## src/rtl/riscv_pkg.sv

```systemverilog
// ---------------------------------------------------------------------------
// riscv_pkg
// Shared constants and types for the instruction fetch slice.
//   INSTR_W / XLEN : instruction and address widths
//   NOP_INSTR      : canonical NOP (addi x0,x0,0) loaded into IF/ID on reset
//   fetch_state_e  : fetch FSM state encoding
// No ports (package).
// ---------------------------------------------------------------------------
package riscv_pkg;

  localparam int unsigned INSTR_W = 32;
  localparam int unsigned XLEN    = 32;

  localparam logic [INSTR_W-1:0] NOP_INSTR = 32'h0000_0013;

  typedef enum logic [1:0] {
    S_FETCH = 2'd0,
    S_HOLD  = 2'd1,
    S_END   = 2'd2,
    S_FAULT = 2'd3
  } fetch_state_e;

endpackage

```

## src/rtl/instruction_fetch_unit_if.sv

```systemverilog
// ---------------------------------------------------------------------------
// instruction_fetch_unit_if
// Bundles the instruction-memory bus, redirect input and IF/ID handshake.
//   Inst_Address   : byte address to instruction memory (fetch -> mem)
//   Instruction    : word returned combinationally for Inst_Address
//   redirect_valid : branch/jump taken this cycle
//   redirect_pc    : redirect target byte address
//   id_ready       : decode accepts id_instr this cycle
//   id_valid       : IF/ID register holds a valid instruction
//   id_instr       : fetched instruction word
//   id_pc          : address of id_instr
//   id_pc_plus4    : id_pc + 4 (mod 2^32)
//   fetch_fault    : sticky misaligned-redirect flag
// Modports: master = fetch unit, slave = surrounding core / memory.
// ---------------------------------------------------------------------------
interface instruction_fetch_unit_if;
  import riscv_pkg::*;

  logic [XLEN-1:0]    Inst_Address;
  logic [INSTR_W-1:0] Instruction;
  logic               redirect_valid;
  logic [XLEN-1:0]    redirect_pc;
  logic               id_ready;
  logic               id_valid;
  logic [INSTR_W-1:0] id_instr;
  logic [XLEN-1:0]    id_pc;
  logic [XLEN-1:0]    id_pc_plus4;
  logic               fetch_fault;

  modport master (
    output Inst_Address,
    input  Instruction,
    input  redirect_valid,
    input  redirect_pc,
    input  id_ready,
    output id_valid,
    output id_instr,
    output id_pc,
    output id_pc_plus4,
    output fetch_fault
  );

  modport slave (
    input  Inst_Address,
    output Instruction,
    output redirect_valid,
    output redirect_pc,
    output id_ready,
    input  id_valid,
    input  id_instr,
    input  id_pc,
    input  id_pc_plus4,
    input  fetch_fault
  );

endinterface

```

## src/rtl/if_id_pipe_reg.sv

```systemverilog
// ---------------------------------------------------------------------------
// if_id_pipe_reg
// IF/ID pipeline register with load / hold / flush / clear controls.
//   clk, reset  : clock, synchronous active-high reset
//   load_i      : capture instr_i / pc_i and mark valid
//   flush_i     : drop the held instruction (redirect); wins over load_i
//   clear_i     : held instruction consumed with nothing new to load
//   instr_i     : instruction word from memory
//   pc_i        : address of instr_i
//   valid_o, instr_o, pc_o, pc_plus4_o : registered IF/ID contents
// With no control asserted the register holds (decode stall).
// ---------------------------------------------------------------------------
module if_id_pipe_reg
  import riscv_pkg::*;
(
  input  logic               clk,
  input  logic               reset,
  input  logic               load_i,
  input  logic               flush_i,
  input  logic               clear_i,
  input  logic [INSTR_W-1:0] instr_i,
  input  logic [XLEN-1:0]    pc_i,
  output logic               valid_o,
  output logic [INSTR_W-1:0] instr_o,
  output logic [XLEN-1:0]    pc_o,
  output logic [XLEN-1:0]    pc_plus4_o
);

  logic               valid_q;
  logic [INSTR_W-1:0] instr_q;
  logic [XLEN-1:0]    pc_q;
  logic [XLEN-1:0]    pc_plus4_q;

  always_ff @(posedge clk) begin
    if (reset) begin
      valid_q    <= 1'b0;
      instr_q    <= NOP_INSTR;
      pc_q       <= '0;
      pc_plus4_q <= '0;
    end else if (flush_i) begin
      valid_q <= 1'b0;
    end else if (load_i) begin
      valid_q    <= 1'b1;
      instr_q    <= instr_i;
      pc_q       <= pc_i;
      pc_plus4_q <= pc_i + 32'd4;
    end else if (clear_i) begin
      valid_q <= 1'b0;
    end
  end

  assign valid_o    = valid_q;
  assign instr_o    = instr_q;
  assign pc_o       = pc_q;
  assign pc_plus4_o = pc_plus4_q;

endmodule

```

## src/rtl/instruction_fetch_unit.sv

```systemverilog
// ---------------------------------------------------------------------------
// instruction_fetch_unit
// PC register + fetch FSM feeding an IF/ID register, directly upstream of a
// combinational instruction memory.
//   clk   : clock, all state on rising edge
//   reset : synchronous, active-high
//   bus   : instruction_fetch_unit_if.master (memory bus, redirect, IF/ID)
// Parameters: RESET_PC (PC after reset), IMEM_BYTES (memory size in bytes).
// Optional feature macro IFETCH_MISALIGN_TRAP_EN: a misaligned redirect enters
// FAULT and raises a sticky fetch_fault. Without it the low two target bits
// are forced to zero and fetch_fault is tied low.
// ---------------------------------------------------------------------------
module instruction_fetch_unit
  import riscv_pkg::*;
#(
  parameter logic [31:0] RESET_PC   = 32'h0000_0000,
  parameter int unsigned IMEM_BYTES = 32
) (
  input  logic                      clk,
  input  logic                      reset,
  instruction_fetch_unit_if.master  bus
);

  localparam logic [XLEN-1:0] LAST_PC = XLEN'(IMEM_BYTES - 4);

  fetch_state_e    state_q;
  logic [XLEN-1:0] pc_q;
  logic [XLEN-1:0] tgt_pc;
  logic            tgt_misaligned;
  logic            slot_free;
  logic            fire;
  logic            pipe_clear;

  always_comb begin
    tgt_pc         = bus.redirect_pc & ~32'h3;
    tgt_misaligned = 1'b0;
`ifdef IFETCH_MISALIGN_TRAP_EN
    tgt_misaligned = |bus.redirect_pc[1:0];
`endif
    slot_free  = !bus.id_valid || bus.id_ready;
    // The range guard keeps a fetch from ever issuing past the end of memory.
    fire       = !bus.redirect_valid && (state_q == S_FETCH) && slot_free
                 && (pc_q <= LAST_PC);
    pipe_clear = slot_free && !fire;
  end

  always_ff @(posedge clk) begin
    if (reset) begin
      state_q <= S_FETCH;
      pc_q    <= RESET_PC;
    end else if (bus.redirect_valid) begin
      if (tgt_misaligned) begin
        state_q <= S_FAULT;
      end else begin
        pc_q    <= tgt_pc;
        state_q <= (tgt_pc <= LAST_PC) ? S_FETCH : S_END;
      end
    end else begin
      case (state_q)
        S_FETCH: begin
          if (fire) begin
            pc_q    <= pc_q + 32'd4;
            state_q <= (pc_q == LAST_PC) ? S_END : S_FETCH;
          end else if (!slot_free) begin
            state_q <= S_HOLD;
          end else begin
            state_q <= S_END;
          end
        end
        S_HOLD: begin
          if (bus.id_ready) state_q <= (pc_q <= LAST_PC) ? S_FETCH : S_END;
        end
        default: state_q <= state_q;
      endcase
    end
  end

`ifdef IFETCH_MISALIGN_TRAP_EN
  logic fault_q;

  // Sticky until reset or an aligned redirect.
  always_ff @(posedge clk) begin
    if (reset) begin
      fault_q <= 1'b0;
    end else if (bus.redirect_valid) begin
      fault_q <= tgt_misaligned;
    end
  end

  assign bus.fetch_fault = fault_q;
`else
  assign bus.fetch_fault = 1'b0;
`endif

  assign bus.Inst_Address = pc_q;

  if_id_pipe_reg u_if_id (
    .clk        (clk),
    .reset      (reset),
    .load_i     (fire),
    .flush_i    (bus.redirect_valid),
    .clear_i    (pipe_clear),
    .instr_i    (bus.Instruction),
    .pc_i       (pc_q),
    .valid_o    (bus.id_valid),
    .instr_o    (bus.id_instr),
    .pc_o       (bus.id_pc),
    .pc_plus4_o (bus.id_pc_plus4)
  );

endmodule

```

## src/flat_wrapper.sv

```systemverilog
// flat-port wrapper written by rule: the top's interface ports become plain ports
module instruction_fetch_unit_flat import riscv_pkg::*;
#(
  parameter logic [31:0] RESET_PC   = 32'h0000_0000,
  parameter int unsigned IMEM_BYTES = 32
)
  (clk, reset, bus_Inst_Address, bus_Instruction, bus_redirect_valid, bus_redirect_pc, bus_id_ready, bus_id_valid, bus_id_instr, bus_id_pc, bus_id_pc_plus4, bus_fetch_fault);
  instruction_fetch_unit_if bus_i ();
  input  logic clk;
  input  logic reset;
  output wire logic [$bits(bus_i.Inst_Address)-1:0] bus_Inst_Address;
  input wire logic [$bits(bus_i.Instruction)-1:0] bus_Instruction;
  input wire logic [$bits(bus_i.redirect_valid)-1:0] bus_redirect_valid;
  input wire logic [$bits(bus_i.redirect_pc)-1:0] bus_redirect_pc;
  input wire logic [$bits(bus_i.id_ready)-1:0] bus_id_ready;
  output wire logic [$bits(bus_i.id_valid)-1:0] bus_id_valid;
  output wire logic [$bits(bus_i.id_instr)-1:0] bus_id_instr;
  output wire logic [$bits(bus_i.id_pc)-1:0] bus_id_pc;
  output wire logic [$bits(bus_i.id_pc_plus4)-1:0] bus_id_pc_plus4;
  output wire logic [$bits(bus_i.fetch_fault)-1:0] bus_fetch_fault;
  assign bus_Inst_Address = bus_i.Inst_Address;
  assign bus_i.Instruction = bus_Instruction;
  assign bus_i.redirect_valid = bus_redirect_valid;
  assign bus_i.redirect_pc = bus_redirect_pc;
  assign bus_i.id_ready = bus_id_ready;
  assign bus_id_valid = bus_i.id_valid;
  assign bus_id_instr = bus_i.id_instr;
  assign bus_id_pc = bus_i.id_pc;
  assign bus_id_pc_plus4 = bus_i.id_pc_plus4;
  assign bus_fetch_fault = bus_i.fetch_fault;
  instruction_fetch_unit #(.RESET_PC(RESET_PC), .IMEM_BYTES(IMEM_BYTES)) u_core (.clk(clk), .reset(reset), .bus(bus_i));
endmodule
```

## config.mk

```make
export PLATFORM = sky130hd
export DESIGN_NAME = instruction_fetch_unit_flat
export DESIGN_NICKNAME = d
export VERILOG_FILES = /design/src/rtl/riscv_pkg.sv /design/src/rtl/instruction_fetch_unit_if.sv /design/src/rtl/if_id_pipe_reg.sv /design/src/rtl/instruction_fetch_unit.sv /design/src/flat_wrapper.sv
export SDC_FILE = /design/constraint.sdc
export NUM_CORES = 1
export LEC_CHECK = 0
export BUFFER_PORTS_ARGS = -buffer_cell sky130_fd_sc_hd__buf_2
export CORE_UTILIZATION = 39
export DETAILED_ROUTE_END_ITERATION = 10
export PLACE_DENSITY = 0.69
export SLEW_MARGIN = 20
export SYNTH_ARGS = -nofsm -noshare
export SYNTH_HDL_FRONTEND = slang
export SYNTH_SLANG_ARGS = --single-unit
```

## constraint.sdc

```tcl
create_clock -name clk -period 3.13 [get_ports clk]
set_input_delay 0.626 -clock clk [delete_from_list [all_inputs] [get_ports clk]]
set_output_delay 0.626 -clock clk [all_outputs]
set_load 0.02 [all_outputs]
```

# Word-level counts from Yosys, hierarchy flattened
# Cells that the tools add are included.
# classes
n_addsub	1
order_cmp	2
n_eq_ne	3
n_mux	13
bitwise	1
reduce_logical	18
# ops
op	count
32-bit two-way mux	3
32-bit by 5-bit <= comparator with 1-bit output, second input constant	2
32-bit by 3-bit adder with 32-bit output, second input constant	1
32-bit by 5-bit equality test with 1-bit output, second input constant	1
2-bit two-way mux	7
2-bit AND reduction	4
2-bit nonzero test	3
1-bit logical AND	4
2-bit one-hot mux with 2 select lines	1
1-bit zero test	3
3-bit != test, second input constant	1
3-bit nonzero test	1
2-bit by 1-bit equality test with 1-bit output, second input constant	1
2-bit zero test	1
1-bit two-way mux	2
2-bit OR reduction	1
1-bit logical OR	1
1-bit inverter	1
# totals
regBits	131
inputBits	68
output_inout_bits	130
word_cells	45

# Depth between registers and ports, before layout
# Gate-level depths: netlist (run 1).
# logic_depth
ltp_word	8
depth_mapped	8
depth_no_buf	5

# Hierarchy
# From an unflattened synthesis (run 1), not the netlist that was laid out.
# hier_totals
cells_unflattened	621
hier_area_um2	5258.8
# by_module_without_submodules
mod	instances	cells_each	area_each_um2
if_id_pipe_reg	1	480	3847.4
instruction_fetch_unit	1	141	1411.4

# Worst setup path before layout (run 1)
# Ideal clock, no wire load.
# synth_timing
path_kind	input -> register
from	input bus_redirect_valid
to	register u_core.u_if_id.instr_q[22] (netlist: u_core.u_if_id.instr_o[22])
t_arrival_ns	2.057
required_ns	3.002
path_slack_ns	0.945
stages	8
n_path_buf	3
cell_sequence	clkbuf_1 nor4_1 nand4_1 nor4b_4 buf_4 buf_6 mux2i_1 nor2_1
# synth_between
elab_chain_cells	5
# synth_rtl
element	line_no	text
from (decl)	flat_wrapper.sv:13	input wire logic [$bits(bus_i.redirect_valid)-1:0] bus_redirect_valid;
1-bit zero test	instruction_fetch_unit.sv:42	fire = !bus.redirect_valid && (state_q == S_FETCH) && slot_free
1-bit logical AND (2 in a row)	instruction_fetch_unit.sv:42	
1-bit logical AND	instruction_fetch_unit.sv:43	&& (pc_q <= LAST_PC);
2-bit AND reduction (no source line) (*)	--	
to (signal assigned)	if_id_pipe_reg.sv:44	instr_q <= instr_i;
to (decl)	if_id_pipe_reg.sv:30	logic [INSTR_W-1:0] instr_q;
# Every way passes the cells marked *; elsewhere a longest branch is shown, timed or not.
# A chain may end at the register's enable or synchronous reset.

# Final worst setup path (run 1)
# layout_timing
from	register u_core.pc_q[17] (netlist: u_core.bus.Inst_Address[17])
to	register u_core.u_if_id.pc_q[19] (netlist: u_core.u_if_id.pc_o[19])
# layout_between
elab_chain_cells	3
# layout_rtl
element	line_no	text
from (decl)	instruction_fetch_unit.sv:27	logic [XLEN-1:0] pc_q;
from (signal assigned)	instruction_fetch_unit.sv:55	pc_q <= tgt_pc;
from (signal assigned)	instruction_fetch_unit.sv:62	pc_q <= pc_q + 32'd4;
32-bit by 5-bit <= comparator with 1-bit output	instruction_fetch_unit.sv:43	
1-bit logical AND	instruction_fetch_unit.sv:43	
2-bit AND reduction (no source line)	--	
to (signal assigned)	if_id_pipe_reg.sv:45	pc_q <= pc_i;
to (decl)	if_id_pipe_reg.sv:31	logic [XLEN-1:0] pc_q;
# Every way passes these cells.

==> run metrics, run 1 <==
cells on worst reg2reg path=7; Synth area leader=dfxtp_1; crit-path max FO=53; Leak=0.002839 uW; post-synthesis mux area share=0.1460; critical path launch point type=flop; period utilisation layout=0.7272; Fin Hold WS=341.8 ps; clock sinks=125; switching part of the total=0.2289; VDD IR-drop max=0.4125 mV; clk slew on worst S/H paths=60 ps; main combinational cell family by area after synthesis=simple AND/OR/NAND/NOR gates; commonest cells in the netlist=125 x dfxtp_1, 67 x nor2_1, 62 x mux2i_1, 53 x and2_1, 17 x clkbuf_1; endpoint class of the critical path=flop; post-synthesis xor/xnor area fraction=0.006180; synth unique cells=32; worst clock skew=8.917 ps; H-tree depth=4; complex-gate fraction of the synthesized area=0.02678; largest net degree at the start of global routing=54; PD cells=660.2 mW/mm2; TNS Setup=0 ps; pins over their slew limit=0; Vias/cell=4.608; die area=0.01132 mm2; area delta synth->final=39.02%; post-synth top area share=0.5886; crit path cell chain=nor4_1 -> nand4_1 -> nor4b_4 -> buf_12 -> nor2_2 -> buf_4 -> and2_1; Syn. warnings=0; Seq/Total Area, Yosys=0.5886; syn avg cell area=10.71 um2; clk root buf=clkbuf_8; Internal=3009 uW; max incr delay on CP=370 ps; RePlAce Congestion=0.7528; CP Data Required Time=3520 ps; initial antenna violation count=0; EDFF count, synth=0; worst-margin pin slew=671.4 ps; simple-gate share of the synthesized area=0.1898; number of I/O pins=198; CTS Hold Bufs=0; DRT Pass-1 Iters=4; status=finished clean; 1st-iter DRT viols=97; vias in the first global route=3180; ranking of synthesized cells by area=dfxtp_1 59%, mux2i_1 15%, and2_1 7.8%, nor2_1 5.9%, nor4_1 1.8%; # DRC=0; number of buffers created by CTS=17; clock network power share=0.527; worst min path class=in -> reg; core area=0.01046 mm2; first-pass GRT wire length=15220 um; Max Freq=439.3 MHz; Slew headroom=0.5524; RSZ-0062 raised after global routing=no; Starting Density=0.4064; Clock Tree Buf Depth=2; Max Cap Violations=0; Post-synth ARST share=0; final hold violations=0; Die Y=106.4 um; Overflow after GRT=0; post-layout min period=2276 ps; power share of the combinational group=0.053; FF+latch count, synth=125; routed via count=3387; Data arrival, critical path=2670 ps; Cells after Synth=397; top_reg_cell synth=dfxtp_1; Synth Cell Area=0.004252 mm2; drt total wl=9720 um; count leader, synth=dfxtp_1; row cnt=37; Post-CTS Setup Bufs=0; clk_lat worst skew=500 ps; GRT Total Usage=0.1727; fin nets=655; hold path cells=3; Synth Area in Adders=0.002943; Final ANT Viol Nets=0; net switching power figure=893.1 uW; Die X=106.4 um; post-DP HPWL=6777 um; share of layout cells above drive strength 1=0.3806; PortBufs=188; slowest CP cell=nor4b_4; critical path type=reg -> reg; # resized after CTS=0; Seq pwr share=0.420; FILL cells=945; Avg WL per Cell=13.22 um; # setup viols final=0; antenna diode count=0; TritonCTS clock tree=built
## cell type report
| class | count | area, um2 | share of cell area |
|---|---|---|---|
| well taps | 136 | 170.2 | 0.02879 |
| multi-input cells | 245 | 1609 | 0.2722 |
| clock inverters | 15 | 209.0 | 0.03535 |
| repair buffers | 193 | 991.0 | 0.1677 |
| flip-flops and latches | 125 | 2502 | 0.4234 |
| clock buffers | 17 | 414.1 | 0.07007 |
| inverters | 4 | 15.01 | 0.002540 |
## final timing paths
kind,slack [ps],startpoint,endpoint
max,850,u_core.bus.Inst_Address[17],u_core.u_if_id.pc_o[19]
min,340,bus_Instruction[0],u_core.u_if_id.instr_o[0]
max reg2reg,850,u_core.bus.Inst_Address[17],u_core.u_if_id.pc_o[19]
min reg2reg,450,u_core.u_if_id.pc_o[18],u_core.u_if_id.pc_o[18]
## sequential cells by signal, indices dropped and copies added, names as in the netlist
name and cells:
u_core.state_q 2, u_core.u_if_id.pc_o 30, u_core.u_if_id.valid_o 1, u_core.bus.Inst_Address 30, u_core.u_if_id.instr_o 32, u_core.u_if_id.pc_plus4_o 30
## cells in the final DEF, fill, tap and decap left out, types with 2 or more instances in the layout
cell	netlist	routed
bufinv_16	0	4
a31oi_1	2	2
nor2_1	67	66
a211oi_1	2	2
buf_2	3	188
a2111oi_0	2	2
clkbuf_16	0	16
conb_1	1	7
and2_1	53	53
xnor2_1	3	3
dfxtp_1	125	125
nand2b_1	4	4
nand3_1	2	2
buf_4	8	4
a21oi_1	5	5
nor4_1	12	12
mux2i_1	62	62
nand2_1	9	9
nand4_1	3	3
clkinvlp_4	0	3
inv_6	0	6
inv_1	4	4
## critical path, delay by kind of cell (launching register included)
| family | cells | cell delay, ps |
|---|---|---|
| buffers and inverters | 2 | 600 |
| DFF | 1 | 330 |
| and+or+nand+nor | 5 | 1220 |
## metrics by stage
stage	total power, uW	instance area (um2)	cells	setup slack [ps]	util
floorplan	1796	4274	403	945.5	-
detailed placement	1883	5288	703	651.7	0.5054
global placement	1878	5288	703	690.4	0.5054
finish	3902	5911	735	853.8	0.5649
global route	4036	5911	735	705.6	0.5649
CTS	3943	5911	735	822.4	0.5649
## logic make-up after synthesis
logic type	after synthesis
simple gates	156
flops	125
mux	62
buf+inv	33
compound gates	16
xor+xnor	3
fa+ha+maj	1
other cells	1
## layer usage
| metal | vias up | wire, um | GRT usage |
|---|---|---|---|
| li1 | 1696 | - | - |
| met1 | 1549 | 4349 | 0.2055 |
| met2 | 131 | 4369 | 0.2760 |
| met3 | 11 | 899 | 0.07357 |
| met4 | 0 | 102 | 0.06556 |
| met5 | - | 0 | 0 |
## power by group through the flow
stage	Clock [uW]	Combinational [uW]	Sequential [uW]
2_1_floorplan	0	96.7	1700
3_3_place_gp	0	205	1670
3_5_place_dp	0	209	1670
4_1_cts	2090	210	1640
5_1_grt	2170	227	1640
6_report	2050	207	1640
Power figures use the tool's default switching activity.
==> run 2, diff against run 1 <==
==> constraint.sdc (replaced) <==
create_clock -name clk -period 2.1 [get_ports clk]
set_input_delay 0.42 -clock clk [delete_from_list [all_inputs] [get_ports clk]]
set_output_delay 0.42 -clock clk [all_outputs]
set_load 0.02 [all_outputs]
==> run 2 against run 1 <==
- count of clock-buffer cells in the layout increased by 2
- critical endpoint is now u_core.u_if_id.pc_o[11]
- highest routed layer unchanged
- utilization up 1.4 points
- first-iteration DRC count up 43%
- flip-flop and latch count stayed put
==> run metrics, run 2 (synthesized netlist as in run 1, its figures left out) <==
status=finished clean; critical path launch point type=flop; core area=0.01046 mm2 (unchanged); worst-margin pin slew=500.9 ps (-170.4 ps); slowest CP cell=dfxtp_1; largest net degree at the start of global routing=54 (unchanged); crit-path max FO=53 (unchanged); Crit path max-delay family=simple AND/OR/NAND/NOR gates; number of buffers created by CTS=17 (unchanged); post-layout min period=2026 ps (-250.3 ps); Final ANT Viol Nets=0 (unchanged); Final Cell Area=0.006052 mm2 (+2.4%); CP Data Required Time=2490 ps (-1030 ps); initial antenna violation count=0 (unchanged); Max Cap Violations=0 (unchanged); die area=0.01132 mm2 (unchanged); final hold violations=0 (unchanged); most frequent cells in the layout=188 x buf_2, 124 x dfxtp_1, 66 x nor2_1, 61 x mux2i_1, 53 x and2_1; Area after DPL=0.005370 mm2 (+1.6%); Overflow after GRT=0 (unchanged); endpoint class of the critical path=flop; clk_lat worst skew=500 ps (about the same); Leak=0.002907 uW (+2.4%); first-pass GRT wire length=15820 um (+3.9%); H-tree depth=4 (unchanged); most frequent CP cell=buf_12; crit path cell chain=nor4_1 -> nand4_1 -> nor4b_4 -> buf_4 -> buf_12 -> nor2_2 -> buf_12 -> and2_1; Largest register FFs=32 (unchanged); period utilisation layout=0.9647 (+0.2375); Clock Tree Buf Depth=2 (unchanged); max incr delay on CP=340 ps (-30 ps); clk slew on worst S/H paths=60 ps (about the same); 1st-iter DRT viols=139 (+43%); post-DP HPWL=7097 um (+4.7%); fin nets=671 (+2.4%); row cnt=37 (unchanged); TritonCTS clock tree=built; Vias/cell=4.599 (-0.19%); Fin Hold WS=153.6 ps (-188.2 ps); area delta synth->final=42.35%; number of I/O pins=198 (unchanged); dpl ws=-13.24 ps (-664.9 ps); worst min path class=in -> reg; RePlAce Congestion=0.7478 (-0.66%); Data arrival, critical path=2420 ps (-250 ps); routed via count=3454 (+2.0%); clk root buf=clkbuf_8; clock sinks=125 (unchanged); Max Freq=493.6 MHz (+12%); Die X=106.4 um (unchanged); share of layout cells above drive strength 1=0.4049 (+0.02424); Starting Density=0.4064 (unchanged); GRT Total Usage=0.1801 (+0.007332); Slew headroom=0.6574 (+0.1050); WP buf/inv=3 (+1); most common cell after layout, fill and taps aside=buf_2; CTS Hold Bufs=0 (unchanged); Final WS setup=74.16 ps (-779.7 ps); Die Y=106.4 um (unchanged); # setup viols final=0 (unchanged); VDD IR-drop max=0.4622 mV (+12%); drt total wl=10290 um (+5.8%); PortBufs=188 (unchanged); worst clock skew=8.652 ps (-0.2655 ps); Avg WL per Cell=13.70 um (+3.6%); vias in the first global route=3359 (+5.6%); critical path type=reg -> reg; pins over their slew limit=0 (unchanged); DRT Pass-1 Iters=4 (unchanged); final core utilization=0.5785 (+0.01351); PD cells=880.3 mW/mm2 (+33%); # DRC=0 (unchanged); antenna diode count=0 (unchanged)
## run 2: power breakdown
part           internal [uW]  switching, uW
logic                    137            190
clock network           1480           1070
registers               2410           36.3
## run 2: final cells by class
type	instances	area (um2)
fillers	931	4410
flip-flops and latches	125	2504
multi-input cells	245	1638
repair buffers	209	1201
clock buffers	19	431.7
well taps	136	170.2
clock inverters	13	92.59
inverters	4	15.01
## run 2: worst paths after layout
check	cells past startpoint	startpoint	endpoint	slack [ps]
setup / recovery	8	u_core.bus.Inst_Address[8]	u_core.u_if_id.pc_o[11]	70
hold / removal	3	bus_Instruction[10]	u_core.u_if_id.instr_o[10]	150
setup reg to reg	8	u_core.bus.Inst_Address[8]	u_core.u_if_id.pc_o[11]	70
hold reg to reg	1	u_core.u_if_id.pc_plus4_o[18]	u_core.u_if_id.pc_plus4_o[18]	450
## run 2: metrics by stage
| step | instances | setup TNS, ps | power (uW) |
|---|---|---|---|
| 2_1_floorplan | 403 | 0 | 2678 |
| 4_1_cts | 741 | 0 | 5387 |
| 6_report | 751 | 0 | 5328 |
| 5_1_grt | 751 | -396.8 | 5545 |
| 3_3_place_gp | 709 | 0 | 2804 |
| 3_5_place_dp | 709 | -13.24 | 2814 |
## run 2: worst min-delay path, stage by stage
cell     delay [ps]
buf_2            70
mux2i_1          50
nor2_1           70
## run 2: what timing repair did
item,in CTS,in global routing
buffers inserted,0,7
hold endpoints to repair,0,0
gates resized for setup,0,6
setup endpoints to repair,0,84
## run 2: routing by layer
| metal | up-vias | wire length, um | GRT usage |
|---|---|---|---|
| met5 | - | 0 | 0 |
| met4 | 0 | 163 | 0.08806 |
| met3 | 17 | 936 | 0.07296 |
| met2 | 138 | 4656 | 0.2788 |
| met1 | 1578 | 4529 | 0.2162 |
| li1 | 1721 | - | - |
==> run 3, diff against run 2 <==
--- a/config.mk
+++ b/config.mk
@@ -5,10 +5,12 @@
 export SDC_FILE = /design/constraint.sdc
 export NUM_CORES = 1
 export LEC_CHECK = 0
+export ABC_AREA = 1
 export BUFFER_PORTS_ARGS = -buffer_cell sky130_fd_sc_hd__buf_2
+export CORE_MARGIN = 2
 export CORE_UTILIZATION = 39
 export DETAILED_ROUTE_END_ITERATION = 10
-export PLACE_DENSITY = 0.69
+export PLACE_DENSITY = 0.68
 export SLEW_MARGIN = 20
 export SYNTH_ARGS = -nofsm -noshare
 export SYNTH_HDL_FRONTEND = slang
==> constraint.sdc (replaced) <==
create_clock -name clk -period 2.2 [get_ports clk]
set_input_delay 0.44 -clock clk [delete_from_list [all_inputs] [get_ports clk]]
set_output_delay 0.44 -clock clk [all_outputs]
set_load 0.02 [all_outputs]
==> run 3 against run 2 <==
- utilization down 4.1 points
- largest cell class unchanged
- count of clock-buffer cells in the layout increased by 3
- largest power group unchanged
- fmax is 21% higher
- die area rose by 8.7%
- cell area hardly changed
==> run metrics, run 3 <==
clock network power share=0.510 (+0.031); clock sinks=125 (unchanged); Synth area leader=dfxtp_1; VDD IR-drop max=0.5002 mV (+8.2%); clk slew on worst S/H paths=50 ps (about the same); Avg WL per Cell=12.20 um (-11%); critical path type=reg -> reg; Leak=0.002952 uW (+1.6%); ranking of synthesized cells by area=dfxtp_1 56%, nor2_1 13%, nand2_1 13%, a21oi_1 4.2%, o21ai_1 2.2%; Die X=110.9 um (+4.3%); # setup viols final=0 (unchanged); worst r2r src=u_core.bus.Inst_Address[26]; row cnt=39 (+5.4%); setup slack, reg-to-reg=520 ps (+450 ps); number of I/O pins=198 (unchanged); pins over their slew limit=0 (unchanged); most common cell after layout, fill and taps aside=buf_2; share of layout cells above drive strength 1=0.2977 (-0.1072); Largest register FFs=32 (unchanged); power share of the combinational group=0.062 (about the same); most frequent CP cell=nor2_1; Area after DPL=0.005458 mm2 (+1.6%); switching part of the total=0.2232 (-0.02047); worst min path class=in -> reg; Syn. warnings=0 (unchanged); count leader, synth=nor2_1; RePlAce Congestion=0.8095 (+8.3%); Max Freq=596.4 MHz (+21%); crit-path max FO=23 (-57%); largest net degree at the start of global routing=90 (+67%); EDFF count, synth=0 (unchanged); first-pass GRT wire length=18060 um (+14%); Clock Tree Buf Depth=2 (unchanged); CP Data Required Time=2540 ps (+50 ps); area delta synth->final=35.71%; Starting Density=0.3957 (-0.01065); 1st-iter DRT viols=210 (+51%); Seq/Total Area, Yosys=0.5610 (-0.02757); most frequent cells in the layout=188 x buf_2, 157 x nor2_1, 149 x nand2_1, 125 x dfxtp_1, 37 x a21oi_1; die area=0.01231 mm2 (+8.7%); number of buffers created by CTS=17 (unchanged); post-DP HPWL=7631 um (+7.5%); CTS Hold Bufs=0 (unchanged); Internal=4237 uW (+5.2%); end of the critical path=u_core.u_if_id.instr_o[29]; synth unique cells=24 (-25%); vias in the first global route=3880 (+16%); clk root buf=clkbuf_16; max incr delay on CP=340 ps (about the same); Final ANT Viol Nets=0 (unchanged); clk_lat worst skew=400 ps (-100 ps); syn avg cell area=7.638 um2 (-29%); Overflow after GRT=0 (unchanged); Max Cap Violations=0 (unchanged); RSZ-0062 raised after global routing=no; Worst Setup SP=u_core.bus.Inst_Address[26]; slowest CP cell=inv_2; period utilisation layout=0.7622 (-0.2025); # resized after CTS=0 (unchanged); PD cells=901.1 mW/mm2 (+2.4%); Final Cell Area=0.006053 mm2 (about the same); final hold violations=0 (unchanged); Die Y=110.9 um (+4.3%); commonest cells in the netlist=157 x nor2_1, 149 x nand2_1, 125 x dfxtp_1, 37 x a21oi_1, 20 x o21ai_1; worst clock skew=8.922 ps (+0.2699 ps); FF+latch count, synth=125 (unchanged); status=finished clean; core area=0.01127 mm2 (+7.7%); TNS Setup=0 ps (unchanged); PortBufs=188 (unchanged); Synth Cell Area=0.004461 mm2 (+4.9%); GRT Total Usage=0.1792 (-0.0008649); initial antenna violation count=1 (+1); cells on worst reg2reg path=10 (+2); Cells after Synth=584 (+47%); Seq pwr share=0.428 (-0.031); Post-CTS Setup Bufs=0 (unchanged); Post-synth ARST share=0 (unchanged); critical path launch point type=flop; routed via count=4165 (+21%); endpoint class of the critical path=flop; Vias/cell=4.527 (-1.6%); top_reg_cell synth=dfxtp_1; Fin Hold WS=233.3 ps (+79.66 ps); # DRC=0 (unchanged); Data arrival, critical path=2010 ps (-410 ps); post-layout min period=1677 ps (-349.0 ps); crit path cell chain=nor2_1 -> nand2_1 -> inv_1 -> nand2_1 -> nor2_1 -> nand3_4 -> inv_2 -> buf_12 -> nor2_1 -> nor2_1; drt total wl=11230 um (+9.1%); H-tree depth=4 (unchanged); TritonCTS clock tree=built; post-synth top area share=0.5610 (-0.02757); fin nets=833 (+24%); net switching power figure=1218 uW (-6.2%); Crit Reg-Reg Endpoint=u_core.u_if_id.instr_o[29]; DRT Pass-1 Iters=4 (unchanged); FILL cells=1060 (+14%)
## run 3: logic make-up after synthesis
| logic type | share of synthesized area |
|---|---|
| AND/OR/NAND/NOR | 0.2830 |
| flip-flops | 0.5610 |
| AO/OA/AOI/OAI | 0.07910 |
| buffers and inverters | 0.07125 |
| XOR/XNOR | 0.001964 |
| adder cells (fa/ha/maj) | 0.002805 |
| other | 0.0008407 |
## run 3: final cells by class
class                           instances  area [um2]  area share
Antenna cell                            1       2.502   0.0004134
Clock buffer                           22       454.2     0.07503
Clock inverter                          9       138.9     0.02294
Inverter                               22       82.58     0.01364
Multi-Input combinational cell        404        1670      0.2759
Sequential cell                       125        2502      0.4134
Tap cell                              143       178.9     0.02956
Timing Repair Buffer                  194        1023      0.1691
## run 3: metrics by stage
| stage | utilization | worst slack [ps] | total power (uW) | instances |
|---|---|---|---|---|
| 6_report | 0.5370 | 523.2 | 5455 | 920 |
| 2_1_floorplan | - | 673.4 | 2591 | 590 |
| 5_1_grt | 0.5370 | 294.3 | 5659 | 920 |
| 4_1_cts | 0.5368 | 512.5 | 5520 | 919 |
| 3_5_place_dp | 0.4842 | 229.2 | 2719 | 888 |
| 3_3_place_gp | 0.4842 | 262.7 | 2711 | 888 |
## run 3: worst min-delay path by stage
stage                                             start                       endpoint  slack (ps)  depth (start not counted)
final                                bus_Instruction[0]      u_core.u_if_id.instr_o[0]         230                          3
after global routing                 bus_Instruction[0]      u_core.u_if_id.instr_o[0]         220                          3
after CTS                            bus_Instruction[4]      u_core.u_if_id.instr_o[4]         220                          3
after detailed placement        u_core.u_if_id.pc_o[27]        u_core.u_if_id.pc_o[27]         420                          2
after global placement    u_core.u_if_id.pc_plus4_o[30]  u_core.u_if_id.pc_plus4_o[30]         420                          2
after floorplan                       u_core.state_q[0]              u_core.state_q[0]         470                          2
## run 3: power by group through the flow
stage          sequential [uW]  clock [uW]  combinational [uW]
3_5_place_dp              2380           0                 339
4_1_cts                   2330        2850                 343
6_report                  2330        2780                 341
3_3_place_gp              2380           0                 333
2_1_floorplan             2420           0                 172
5_1_grt                   2340        2940                 380
## run 3: worst max-delay path: cells and delay by family (launching register included)
kind / cells / cell delay, ps
AND/OR/NAND/NOR: 7 / 680
buffers and inverters: 3 / 620
flip-flops: 1 / 320
## run 3: per-layer routing
layer  vias to the layer above  GRT usage  part of all wire
li1                       2156          -                 -
met1                      1844     0.2138              0.43
met2                       147     0.2802              0.45
met3                        18    0.08748             0.096
met4                         0    0.06583             0.017
met5                         -          0                 0
